===== config.mk =====
export PLATFORM = sky130hd
export DESIGN_NAME = vga_write_arbiter
export DESIGN_NICKNAME = d
export VERILOG_FILES = /design/src/rtl/vga_arb_pkg.sv /design/src/rtl/vga_arb_fifo.sv /design/src/rtl/vga_write_arbiter.sv
export SDC_FILE = /design/constraint.sdc
export NUM_CORES = 1
export LEC_CHECK = 0
export CAP_MARGIN = 20
export CORE_MARGIN = 3
export CORE_UTILIZATION = 50
export DETAILED_ROUTE_END_ITERATION = 8
export GPL_TIMING_DRIVEN = 0
export HOLD_SLACK_MARGIN = 0.15
export PLACE_DENSITY = 0.8
export SYNTH_ARGS = -nofsm -noshare
export SYNTH_HDL_FRONTEND = slang
export SYNTH_SLANG_ARGS = --single-unit

===== constraint.sdc =====
create_clock -name clk -period 5.38 [get_ports clk]
set_clock_uncertainty 0.05 [all_clocks]
set_input_delay 0.538 -clock clk [delete_from_list [all_inputs] [get_ports clk]]
set_output_delay 0.538 -clock clk [all_outputs]
set_load 0.005 [all_outputs]

===== src/rtl/vga_arb_pkg.sv =====
// Shared types for the VGA write arbiter: source ids, buffered write request, round-robin helpers.
package vga_arb_pkg;

  localparam int NUM_SRC = 3;

  typedef enum logic [1:0] {
    SRC_REG   = 2'd0,
    SRC_INSTR = 2'd1,
    SRC_DATA  = 2'd2
  } src_e;

  typedef struct packed {
    logic [31:0] addr;
    logic [31:0] data;
  } wr_req_t;

  function automatic src_e rr_next(src_e s);
    return (s == SRC_DATA) ? SRC_REG : src_e'(s + 2'd1);
  endfunction

  // First pending source at or after start, wrapping data -> reg; returns start if none pending.
  function automatic src_e rr_pick(src_e start, logic [NUM_SRC-1:0] pending);
    src_e pick;
    src_e cand;
    logic found;
    pick  = start;
    cand  = start;
    found = 1'b0;
    for (int i = 0; i < NUM_SRC; i++) begin
      if (!found && pending[cand]) begin
        pick  = cand;
        found = 1'b1;
      end
      cand = rr_next(cand);
    end
    return pick;
  endfunction

endpackage


===== src/rtl/vga_arb_fifo.sv =====
// Per-source write buffer: show-ahead FIFO of wr_req_t, head visible combinationally, push/pop same cycle allowed.
// Full and empty are told apart by one extra pointer bit; a push while full is dropped.
module vga_arb_fifo
  import vga_arb_pkg::*;
#(
  parameter int DEPTH = 4
) (
  input  logic    clk,
  input  logic    rst,
  input  logic    push,
  input  wr_req_t push_req,
  input  logic    pop,
  output wr_req_t head,
  output logic    full,
  output logic    empty
);

  localparam int AW = $clog2(DEPTH);

  wr_req_t       mem [DEPTH];
  logic [AW:0]   wr_ptr;
  logic [AW:0]   rd_ptr;

  assign empty = (wr_ptr == rd_ptr);
  assign full  = (wr_ptr[AW] != rd_ptr[AW]) && (wr_ptr[AW-1:0] == rd_ptr[AW-1:0]);
  assign head  = mem[rd_ptr[AW-1:0]];

  always_ff @(posedge clk) begin
    if (push && !full) begin
      mem[wr_ptr[AW-1:0]] <= push_req;
    end
  end

  always_ff @(posedge clk) begin
    if (rst) begin
      wr_ptr <= '0;
      rd_ptr <= '0;
    end else begin
      if (push && !full) wr_ptr <= wr_ptr + 1'b1;
      if (pop && !empty) rd_ptr <= rd_ptr + 1'b1;
    end
  end

endmodule


===== src/rtl/vga_write_arbiter.sv =====
// Round-robin arbiter of reg/instr/data updates onto one display-RAM write port; push-to-wr_valid 2 cycles, one write/cycle.
// Grant stays stable under wr_ready low; x_ready drops only when its FIFO is full. Grant counters exist only with VGA_ARB_STATS_EN.
module vga_write_arbiter
  import vga_arb_pkg::*;
#(
  parameter int FIFO_DEPTH = 4,
  parameter int CNT_W      = 16
) (
  input  logic             clk,
  input  logic             rst,
  input  logic             reg_valid,
  input  logic [4:0]       reg_addr,
  input  logic [31:0]      reg_data,
  output logic             reg_ready,
  input  logic             instr_valid,
  input  logic [31:0]      instr_addr,
  input  logic [31:0]      instr_data,
  output logic             instr_ready,
  input  logic             data_valid,
  input  logic [31:0]      data_addr,
  input  logic [31:0]      data_data,
  output logic             data_ready,
  output logic             wr_valid,
  output logic [1:0]       wr_src,
  output logic [31:0]      wr_addr,
  output logic [31:0]      wr_data,
  input  logic             wr_ready,
  output logic [CNT_W-1:0] grant_cnt_reg,
  output logic [CNT_W-1:0] grant_cnt_instr,
  output logic [CNT_W-1:0] grant_cnt_data
);

  typedef enum logic {
    IDLE = 1'b0,
    HOLD = 1'b1
  } state_e;

  state_e               state;
  state_e               state_nxt;
  src_e                 rr_ptr;
  src_e                 winner;
  src_e                 cur_src;
  wr_req_t              in_req [NUM_SRC];
  wr_req_t              head   [NUM_SRC];
  logic [NUM_SRC-1:0]   valid_in;
  logic [NUM_SRC-1:0]   push;
  logic [NUM_SRC-1:0]   pop;
  logic [NUM_SRC-1:0]   full;
  logic [NUM_SRC-1:0]   empty;
  logic                 any_pending;
  logic                 load;
  logic                 handshake;

  assign in_req[0] = '{addr: 32'(reg_addr), data: reg_data};
  assign in_req[1] = '{addr: instr_addr,    data: instr_data};
  assign in_req[2] = '{addr: data_addr,     data: data_data};

  assign valid_in = {data_valid, instr_valid, reg_valid};
  assign push     = valid_in & ~full;

  // Forced high in reset so upstream never sees a stall caused by pre-reset fill level.
  assign reg_ready   = rst | ~full[0];
  assign instr_ready = rst | ~full[1];
  assign data_ready  = rst | ~full[2];

  for (genvar g = 0; g < NUM_SRC; g++) begin : g_fifo
    vga_arb_fifo #(
      .DEPTH (FIFO_DEPTH)
    ) u_fifo (
      .clk      (clk),
      .rst      (rst),
      .push     (push[g]),
      .push_req (in_req[g]),
      .pop      (pop[g]),
      .head     (head[g]),
      .full     (full[g]),
      .empty    (empty[g])
    );
  end

  assign any_pending = ~&empty;
  assign wr_valid    = (state == HOLD);
  assign handshake   = wr_valid & wr_ready;
  assign wr_src      = cur_src;

  always_comb begin
    state_nxt = state;
    load      = 1'b0;
    pop       = '0;
    winner    = rr_pick(rr_ptr, ~empty);
    case (state)
      IDLE:    load = any_pending;
      HOLD:    load = wr_ready & any_pending;
      default: load = 1'b0;
    endcase
    if (load) begin
      pop[winner] = 1'b1;
      state_nxt   = HOLD;
    end else if (handshake) begin
      state_nxt = IDLE;
    end
  end

  always_ff @(posedge clk) begin
    if (rst) begin
      state   <= IDLE;
      rr_ptr  <= SRC_REG;
      cur_src <= SRC_REG;
      wr_addr <= '0;
      wr_data <= '0;
    end else begin
      state <= state_nxt;
      if (load) begin
        cur_src <= winner;
        wr_addr <= head[winner].addr;
        wr_data <= head[winner].data;
        rr_ptr  <= rr_next(winner);
      end
    end
  end

`ifdef VGA_ARB_STATS_EN
  logic [CNT_W-1:0] grant_cnt [NUM_SRC];

  always_ff @(posedge clk) begin
    if (rst) begin
      grant_cnt <= '{default: '0};
    end else if (handshake && grant_cnt[cur_src] != {CNT_W{1'b1}}) begin
      grant_cnt[cur_src] <= grant_cnt[cur_src] + 1'b1;
    end
  end

  assign grant_cnt_reg   = grant_cnt[0];
  assign grant_cnt_instr = grant_cnt[1];
  assign grant_cnt_data  = grant_cnt[2];
`else
  assign grant_cnt_reg   = '0;
  assign grant_cnt_instr = '0;
  assign grant_cnt_data  = '0;
`endif

endmodule


==> results of run 1 <==
[final cells by class]
type	count	area, µm²
Antenna cell	9	22.5
Buffer	138	769
Clock buffer	113	2250
Clock inverter	28	243
Fill cell	3861	21500
Inverter	13	48.8
Multi-Input combinational cell	654	6810
Sequential cell	753	21700
Tap cell	756	946
Timing Repair Buffer	252	2710
[power by group]
part	total (mW)	internal, mW	switching (mW)	leakage, nW
Combinational	4.43	1.91	2.52	3.68
Clock	5.20	3.05	2.16	1.21
Sequential	7.11	6.86	0.246	6.83
Total	16.7	11.8	4.92	11.7
[Yosys cell counts, drive strengths merged, types with 4 or more instances]
cell type / instances
a21oi: 46
buf: 89
xor2: 6
a21boi: 35
nor2: 86
nor3: 29
xnor2: 19
mux2i: 7
dfxtp: 93
o21ai: 34
o211ai: 4
a211oi: 38
ha: 15
clkbuf: 49
edfxtp: 660
inv: 13
a221oi: 27
and3: 39
mux4: 165
nand3: 7
and2: 11
nand2: 7
[through the flow]
| stage | hold WS (ns) | util, % |
|---|---|---|
| floorplan | 0.434 | - |
| global placement | 0.432 | 57.3 |
| detailed placement | 0.431 | 57.9 |
| CTS | 0.441 | 62.3 |
| global route | 0.469 | 62.3 |
| finish | 0.444 | 62.3 |
[state kept, by name, indices dropped and copies added, names as in the netlist, named ones only]
signal,count
wr_data,32
rr_ptr,2
wr_valid,1
g_fifo.u_fifo.wr_ptr,9
g_fifo.u_fifo.mem,660
wr_src,2
wr_addr,32
g_fifo.u_fifo.rd_ptr,9
[worst max-delay path by stage]
| stage | startpoint | end | slack, ns | depth (start not counted) |
|---|---|---|---|---|
| finish | rst | instr_ready | 2.36 | 4 |
| detailed placement | rst | data_ready | 2.35 | 4 |
| CTS | rst | data_ready | 2.34 | 4 |
| global placement | data_valid | g_fifo[2].u_fifo.mem[3][9] | 0.66 | 3 |
| floorplan | g_fifo[2].u_fifo.wr_ptr[0] | g_fifo[2].u_fifo.mem[3][0] | 2.47 | 4 |
| global route | g_fifo[1].u_fifo.wr_ptr[1] | instr_ready | 2.26 | 4 |
[per-layer routing]
layer  global-route usage, %  vias to the layer above  wire [µm]
met5                       0                        -         99
met4                    8.38                       14       2060
met3                    5.69                      134       6340
met2                    37.3                      747      34200
met1                    30.4                     8056      26800
li1                        -                     6828          -
[worst min-delay path: stages, from the launching register on]
cell and delay [ns]:
dfxtp_1 0.31, nor2_1 0.10, nor3_1 0.05
[logic make-up (layout without fill, tap and decap cells)]
| group | Yosys count | in the layout | synth area share, % |
|---|---|---|---|
| XOR/XNOR | 25 | 25 | 0.830 |
| flip-flops | 753 | 753 | 74.5 |
| AO/OA/AOI/OAI | 200 | 200 | 4.86 |
| AND/OR/NAND/NOR | 193 | 193 | 3.26 |
| buffers and inverters | 151 | 544 | 2.81 |
| adder cells (fa/ha/maj) | 15 | 15 | 0.645 |
| multiplexers | 173 | 173 | 13.1 |
| other | 1 | 57 | 0.0129 |
==> flow_summary_export.csv, run 1 <==
group,metric,value,unit
setup_path,arrival,2.43,ns
cells_and_area,nets,2074,
setup_path,cpMostUsedCell,"clkdlybuf4s50_1",
cts,numCtsBuffers,76,
cts,cts_tree,"yes",
cts,clk_pin_slew,0.06,ns
cts,cts_hold_buf,0,
cells_and_area,layout_commonest_cell,"edfxtp_1",
die,die_h,247,µm
setup_path,worst_setup_path_end_kind,"output port",
detailed_routing,vias,15800,
timing,hold_viol,0,
synth,synth_seq_cells,753,
setup_path,crit_family,"buffers and inverters",
synth,synth_cells,1511,
timing,slew_headroom,34.8,%
global_routing,grt_pass1_vias,16300,
outcome,status,"completed",
die,core,0.0569,mm²
die,dieWidth,247,µm
detailed_routing,first_iter_violations,1520,
pwr,p_per_area,472,mW/mm²
cts,clockRootBuffer,"clkbuf_16",
hold_path,hold_path_end,"wr_addr[6]",
timing,setup_viol,0,
detailed_routing,dr.pass1.iters,5,
placed_design,place_ws,2.35,ns
cts,clockBufferDepth,3,
detailed_routing,detail_route.wl_per_cell,25.6,µm
detailed_routing,ant_nets,0,
die,initial_core_util,51.1,%
die,ios,289,
synth,synthArstFlopShare,0,%
hold_path,holdPathStages,2,
pwr,ir_drop,0.317,mV
detailed_routing,drt-total-wl,69500,µm
cts,post_cts_resized,0,
timing,finalCritPeriodShare,56.1,%
detailed_routing,detail_route.drc_violations,0,
synth,yosys.area.top_type,"edfxtp_1",
synth,ys_seq_area_share,74.5,%
setup_path,reg2regPathDepth,7,
setup_path,slowest_stage,"clkbuf_1",
cells_and_area,final_cell_mix,"edfxtp_1, clkdlybuf4s50_1, mux4_2",
detailed_routing,viasPerCell,5.81,
setup_path,critPathLaunchType,"input port",
setup_path,criticalPathCategory,"input port to output port",
hold_path,worstHoldStart,"wr_addr[6]",
setup_path,worstPathMaxFanout,10,
synth,synthFlopType,"edfxtp_1",
global_routing,grt_max_degree,52,
cells_and_area,area_delta_synth_final,21.9,%
cts,clock-sinks,753,
placed_design,dp_cells,2566,
timing,fmax,331,MHz
synth,synth.area.top_cells,"edfxtp_1, mux4_2, dfxtp_1, buf_4, nor2_1",
timing,drv_slew,0,
pwr,p_leak,11.7,nW
setup_path,cp_cell_sequence,"clkdlybuf4s50_1, clkbuf_1, or2_2, clkdlybuf4s50_1",
timing,rsz0062_at_grt,"no",
timing,tightest_slew,0.977,ns
global_routing,grt_pass1_wl,102000,µm
placed_design,hpwl,45700,µm
cells_and_area,postLayoutCellArea,0.0355,mm²
timing,setup_slack,2.36,ns
cells_and_area,fin_cells,2716,
hold_path,hold_path.class,"register to register",
setup_path,crit_buf_inv,3,
placed_design,portBuffers,240,
cells_and_area,drive_above_1_share,20.8,%
cts,htreeDepth,3,
cts,cts_setup_buffers,0,
global_routing,antenna_found_initial,16,
setup_path,worstReg2RegEnd,"wr_data[11]",
placed_design,placed_area,0.0330,mm²
job,maxCapViolCount,0,
synth,ys_types,54,
pwr,power,16.7,mW
global_routing,grt_remaining_overflow,0,
global_routing,track_usage,23.0,%
setup_path,crit_required,4.79,ns
synth,syn_avg_cell_area,19.3,µm²
cts,clk_latency,0.61,ns
synth,ys_warn_count,0,
setup_path,cpPeakStageDelay,0.58,ns
timing,finalSetupTns,0,ns
die,rows,87,
synth,synthesis.area,0.0291,mm²
setup_path,r2r_slack,2.54,ns
placed_design,gp_congestion,0.818,
timing,layout_min_cycle_time,3.02,ns
synth,synth_top_area_share,68.1,%
synth,synth_edf_count,660,
die,fp.dieArea,0.0611,mm²
setup_path,regToRegStartpoint,"g_fifo[1].u_fifo.wr_ptr[0]",
(Power assumes the default switching activity.)
==> run 2, diff against run 1 <==
==> constraint.sdc (replaced) <==
create_clock -name clk -period 3.05 [get_ports clk]
set_clock_uncertainty 0.05 [all_clocks]
set_input_delay 0.305 -clock clk [delete_from_list [all_inputs] [get_ports clk]]
set_output_delay 0.305 -clock clk [all_outputs]
set_load 0.005 [all_outputs]
==> results of run 2 <==
Same layout as run 1 (identical final DEF). Status: completed.
Among the figures that moved: setup slack after placement 2.35 ns -> 0.242 ns; setup slack after layout 2.36 ns -> 0.208 ns; hold slack 0.444 ns -> 0.265 ns; start point of the critical path rst -> g_fifo[1].u_fifo.wr_ptr[0]; end point of the critical path instr_ready -> wr_data[11]; register-to-register setup slack 2.54 ns -> 0.21 ns; end point of the worst hold path wr_addr[6] -> g_fifo[0].u_fifo.mem[0][0]; total power 16.7 mW -> 29.5 mW; worst IR drop on VDD 0.317 mV -> 0.559 mV
==> variant 1, RTL diff (config.mk and constraints of run 2) <==
Change the parameter `CNT_W` from 16 to 24.
--- a/src/rtl/vga_write_arbiter.sv
+++ b/src/rtl/vga_write_arbiter.sv
@@ -4,7 +4,7 @@
   import vga_arb_pkg::*;
 #(
   parameter int FIFO_DEPTH = 4,
-  parameter int CNT_W      = 16
+  parameter int CNT_W      = 24
 ) (
   input  logic             clk,
   input  logic             rst,
Ports: changed (resized grant_cnt_data, grant_cnt_instr and grant_cnt_reg); port bits go from 289 to 313. The function was not compared with the original's and may differ.
==> variant 1 against run 2 <==
Wire length hardly changed. Total power fell by 0.82%. Non-clock buffer count rose by 24. Synthesized area up 0.62%. Worst setup slack worse by 0.077 ns. Sequential cell count is the same. First-iteration DRC count is 5.9% lower. Cell area grew 0.46%. Largest cell class unchanged. Largest power group unchanged. Highest routed layer unchanged.
==> variant 1: results (changes against run 2) <==
status complete, no violations; placed cells 2623 (+2.2%); CP top delay family buffers and inverters; GP Congestion 0.801 (-2.0%); fmax 343 MHz (-2.6%); Synth Area in Compound Gates 4.83% (-0.030 points); HPWL after DPL 45.9 mm (+0.42%); Starting DRT DRC Count 1431 (-5.9%); Reg2Reg Depth 6 (-1); syn avg cell area 19.1 um2 (-0.95%); mux contribution to synthesized area 13.0% (-0.080 points); max_slew headroom 31.3% (-3.6 points); non-filler cells, final 2770 (+2.0%); sequential share of the synthesized area 74.1% (-0.46 points); Total Nets Final 2121 (+2.3%); WP data arrival 3.33 ns (+0.02 ns); worst reg2reg setup slack 0.13 ns (-0.08 ns); Peak VDD IR 0.000576 V (+2.9%); Hold Crit Start reg_data[3]; Total GRT Usage 22.6% (-0.34 points); pre-CTS worst setup slack 0.0984 ns (-0.143 ns); initial antenna violation count 18 (+2); P_leak 11.9 nW (+1.2%); met2 Use GR 37.5% (+0.23 points); Reg-to-Reg End wr_data[29]; DR WL/cell 25.1 um (-2.0%); sw frac 29.3% (-0.070 points); total CTS buffers 75 (-1.3%); Placed Area 33200 um2 (+0.83%); most common library cells after synthesis edfxtp_1 (660), mux4_2 (165), dfxtp_1 (93); filler cell count in the final layout 4051 (+4.9%); met3 GRT Util 5.12% (-0.57 points); post-synthesis adder-cell area fraction 0.641% (-0.0040 points); critical path's slowest cell clkbuf_1
==> variant 1: timing repair <==
item / CTS / global route
setup endpoints to repair: 0 / 5
resized for setup: 0 / 1
setup buffers: 0 / 0
endpoints found under the hold margin: 0 / 0
==> variant 1: cells by family after synthesis <==
kind of cell	count (synthesis)
AND/OR/NAND/NOR	193
XOR/XNOR	25
other	1
buffers and inverters	175
adder cells (fa/ha/maj)	15
multiplexers	173
flip-flops	753
AO/OA/AOI/OAI	200
==> variant 1: routing by layer <==
layer  wire length, um  vias to the layer above
li1                  -                     6860
met1             26100                     8072
met2             35000                      713
met3              6220                      137
met4              2020                       12
met5                79                        -
==> variant 1: metrics by stage <==
stage | setup TNS, ns | hold WS (ns) | util (%) | power, mW
floorplan | 0 | 0.354 | - | 17.4
global placement | -743.25 | 0.429 | 56.9 | 20.3
detailed placement | 0 | 0.437 | 57.5 | 20.5
CTS | 0 | 0.245 | 61.6 | 29.4
global route | 0 | 0.273 | 61.6 | 30.5
finish | 0 | 0.277 | 61.7 | 29.3
==> variant 1: worst min path at each step <==
stage	to	slack (ns)
finish	g_fifo[0].u_fifo.mem[3][3]	0.28
global route	g_fifo[2].u_fifo.mem[0][27]	0.27
CTS	g_fifo[0].u_fifo.mem[3][3]	0.25
detailed placement	wr_addr[16]	0.44
global placement	wr_addr[13]	0.43
floorplan	g_fifo[0].u_fifo.mem[0][0]	0.35
==> variant 1: area by class of cell <==
type                       count  area, um2  share of cell area (%)
antenna                       13       32.5                  0.0913
buffer                       162        950                    2.66
clock buffer                 111       2100                    5.90
clock inverter                23        259                   0.727
inverter                      13       48.8                   0.137
multi-input combinational    678       6910                    19.4
sequential                   753      21700                    60.8
tap                          765        957                    2.69
timing repair buffer         252       2700                    7.58
==> variant 1: power by group through the flow <==
stage / logic (mW) / registers (mW) / clock network (mW)
after floorplan: 4.76 / 12.6 / 0
after global placement: 7.53 / 12.8 / 0
after detailed placement: 7.77 / 12.8 / 0
after CTS: 7.85 / 12.6 / 9.02
after global routing: 8.41 / 12.6 / 9.46
final: 7.83 / 12.6 / 8.89
==> variant 2, RTL diff (flow settings as in run 2) <==
Made on the original files. Add a define of `VGA_ARB_STATS_EN`.
--- a/src/rtl/vga_write_arbiter.sv
+++ b/src/rtl/vga_write_arbiter.sv
@@ -1,5 +1,7 @@
 // Round-robin arbiter of reg/instr/data updates onto one display-RAM write port; push-to-wr_valid 2 cycles, one write/cycle.
 // Grant stays stable under wr_ready low; x_ready drops only when its FIFO is full. Grant counters exist only with VGA_ARB_STATS_EN.
+`define VGA_ARB_STATS_EN
+
 module vga_write_arbiter
   import vga_arb_pkg::*;
 #(
Function: changed (Yosys sat finds a counterexample within 4 cycles, from zero or initial values and one cycle with rst high).
==> variant 2 against run 2 <==
Total power up 9.6%. Sequential cell count rose by 48. Sequential share of layout area decreased by 1.3 points. Worst hold slack got worse by 0.0062 ns. Count of clock-buffer cells in the layout decreased by 8. Synthesized area grew 5.5%. Largest cell class unchanged. Worst setup slack got worse by 0.077 ns. Cell area rose by 6.8%. Via count rose by 9.2%. Wire length rose by 9.8%. Synthesized cell count is 9.4% higher.
==> variant 2: results (changes against run 2) <==
vias 17200 (+9.2%); post-synthesis xor/xnor area fraction 0.970% (+0.14 points); CP top delay family simple AND/OR/NAND/NOR gates; vias in the first global route 17900 (+9.8%); HPWL after DPL 49.3 mm (+7.8%); post-synthesis adder-cell area fraction 0.652% (+0.0071 points); 1st-pass router iterations 7 (+2); initial antenna violation count 18 (+2); vias per cell 5.93 (+2.1%); Synth Area in Compound Gates 3.42% (-1.4 points); Hold/Removal Path Class input port to flop; worst skew pair latency 0.63 ns (+0.02 ns); Area contributors post-synth edfxtp_1 (65%), mux4_2 (12%), dfxtp_1 (9.2%); Synth Instances 1653 (+9.4%); WP data arrival 3.38 ns (+0.07 ns); Starting DRT DRC Count 1692 (+11%); filler cell count in the final layout 4051 (+4.9%); Port Buf Inserts 287 (+20%); sequential share of the synthesized area 73.7% (-0.76 points); most common library cells after synthesis edfxtp_1 (660), mux4_2 (165), nor2_1 (145); placed cells 2735 (+6.6%); slowest stage delay, CP 0.40 ns (-0.21 ns); Max clock buf depth 3 (unchanged); GP Congestion 0.828 (+1.3%); largest net degree at the start of global routing 44 (-15%); Total GRT Usage 23.8% (+0.86 points); hold depth 1 (unchanged); DRT Wirelength 76.3 mm (+9.8%); max_slew headroom 31.8% (-3.0 points); critical path's slowest cell or3_1; first-pass GRT wire length 113 mm (+10%); Reg2Reg Depth 9 (+2); Root Driver clkbuf_16; status complete, no violations; Peak VDD IR 0.000480 V (-14%); share of layout cells above drive strength 1 17.5% (-3.3 points); total CTS buffers 80 (+5.3%)
variant 2: timing repair:
item,4_1_cts,5_1_grt
pin swaps,0,3
setup buffers,0,5
endpoints found under the setup margin,46,73
gates resized for setup,11,12
variant 2: final timing paths:
path,from,endpoint,slack (ns)
max,g_fifo[0].u_fifo.wr_ptr[1],wr_data[18],0.13
min,instr_addr[5],g_fifo[1].u_fifo.mem[1][37],0.26
max reg2reg,g_fifo[0].u_fifo.wr_ptr[1],wr_data[18],0.13
min reg2reg,wr_addr[6],wr_addr[6],0.45
variant 2: through the flow:
stage / cell area (um2) / setup slack (ns) / total power [mW]
after global routing: 37900 / 0.000264 / 33.7
after CTS: 37700 / 0.00656 / 32.5
after global placement: 34600 / -1.41 / 21.7
after detailed placement: 34900 / -0.264 / 22.0
after floorplan: 30700 / 0.155 / 18.5
final: 37900 / 0.131 / 32.4
variant 2: layout make-up:
class / count / area [um2] / share of cell area, %
clock inverters: 44 / 607 / 1.60
plain buffers: 95 / 438 / 1.16
flip-flops and latches: 801 / 22600 / 59.8
diodes: 14 / 35.0 / 0.0925
multi-input cells: 746 / 7710 / 20.4
repair buffers: 306 / 3230 / 8.52
inverters: 11 / 41.3 / 0.109
clock buffers: 105 / 2200 / 5.80
well taps: 782 / 978 / 2.58
variant 2: kinds of logic (layout without fill, tap and decap cells):
family | Yosys count | in the layout
flip-flops | 801 | 801
AND/OR/NAND/NOR | 283 | 283
multiplexers | 267 | 267
AO/OA/AOI/OAI | 146 | 146
buffers and inverters | 106 | 561
XOR/XNOR | 34 | 34
adder cells (fa/ha/maj) | 16 | 16
other | 0 | 14
variant 2: where the power goes:
part	total, mW	internal (mW)	switching (mW)
Sequential	13.3	12.8	0.498
Clock	10.4	6.23	4.14
Combinational	8.71	3.82	4.88
Total	32.4	22.8	9.52
variant 2: routing by layer:
| layer | vias up | share of wire [%] | wire (um) | global-route usage [%] |
|---|---|---|---|---|
| li1 | 7413 | - | - | - |
| met1 | 8835 | 38 | 29300 | 31.1 |
| met2 | 820 | 51 | 38500 | 39.7 |
| met3 | 145 | 8.2 | 6270 | 5.29 |
| met4 | 14 | 2.8 | 2120 | 8.67 |
| met5 | - | 0.11 | 86 | 0 |
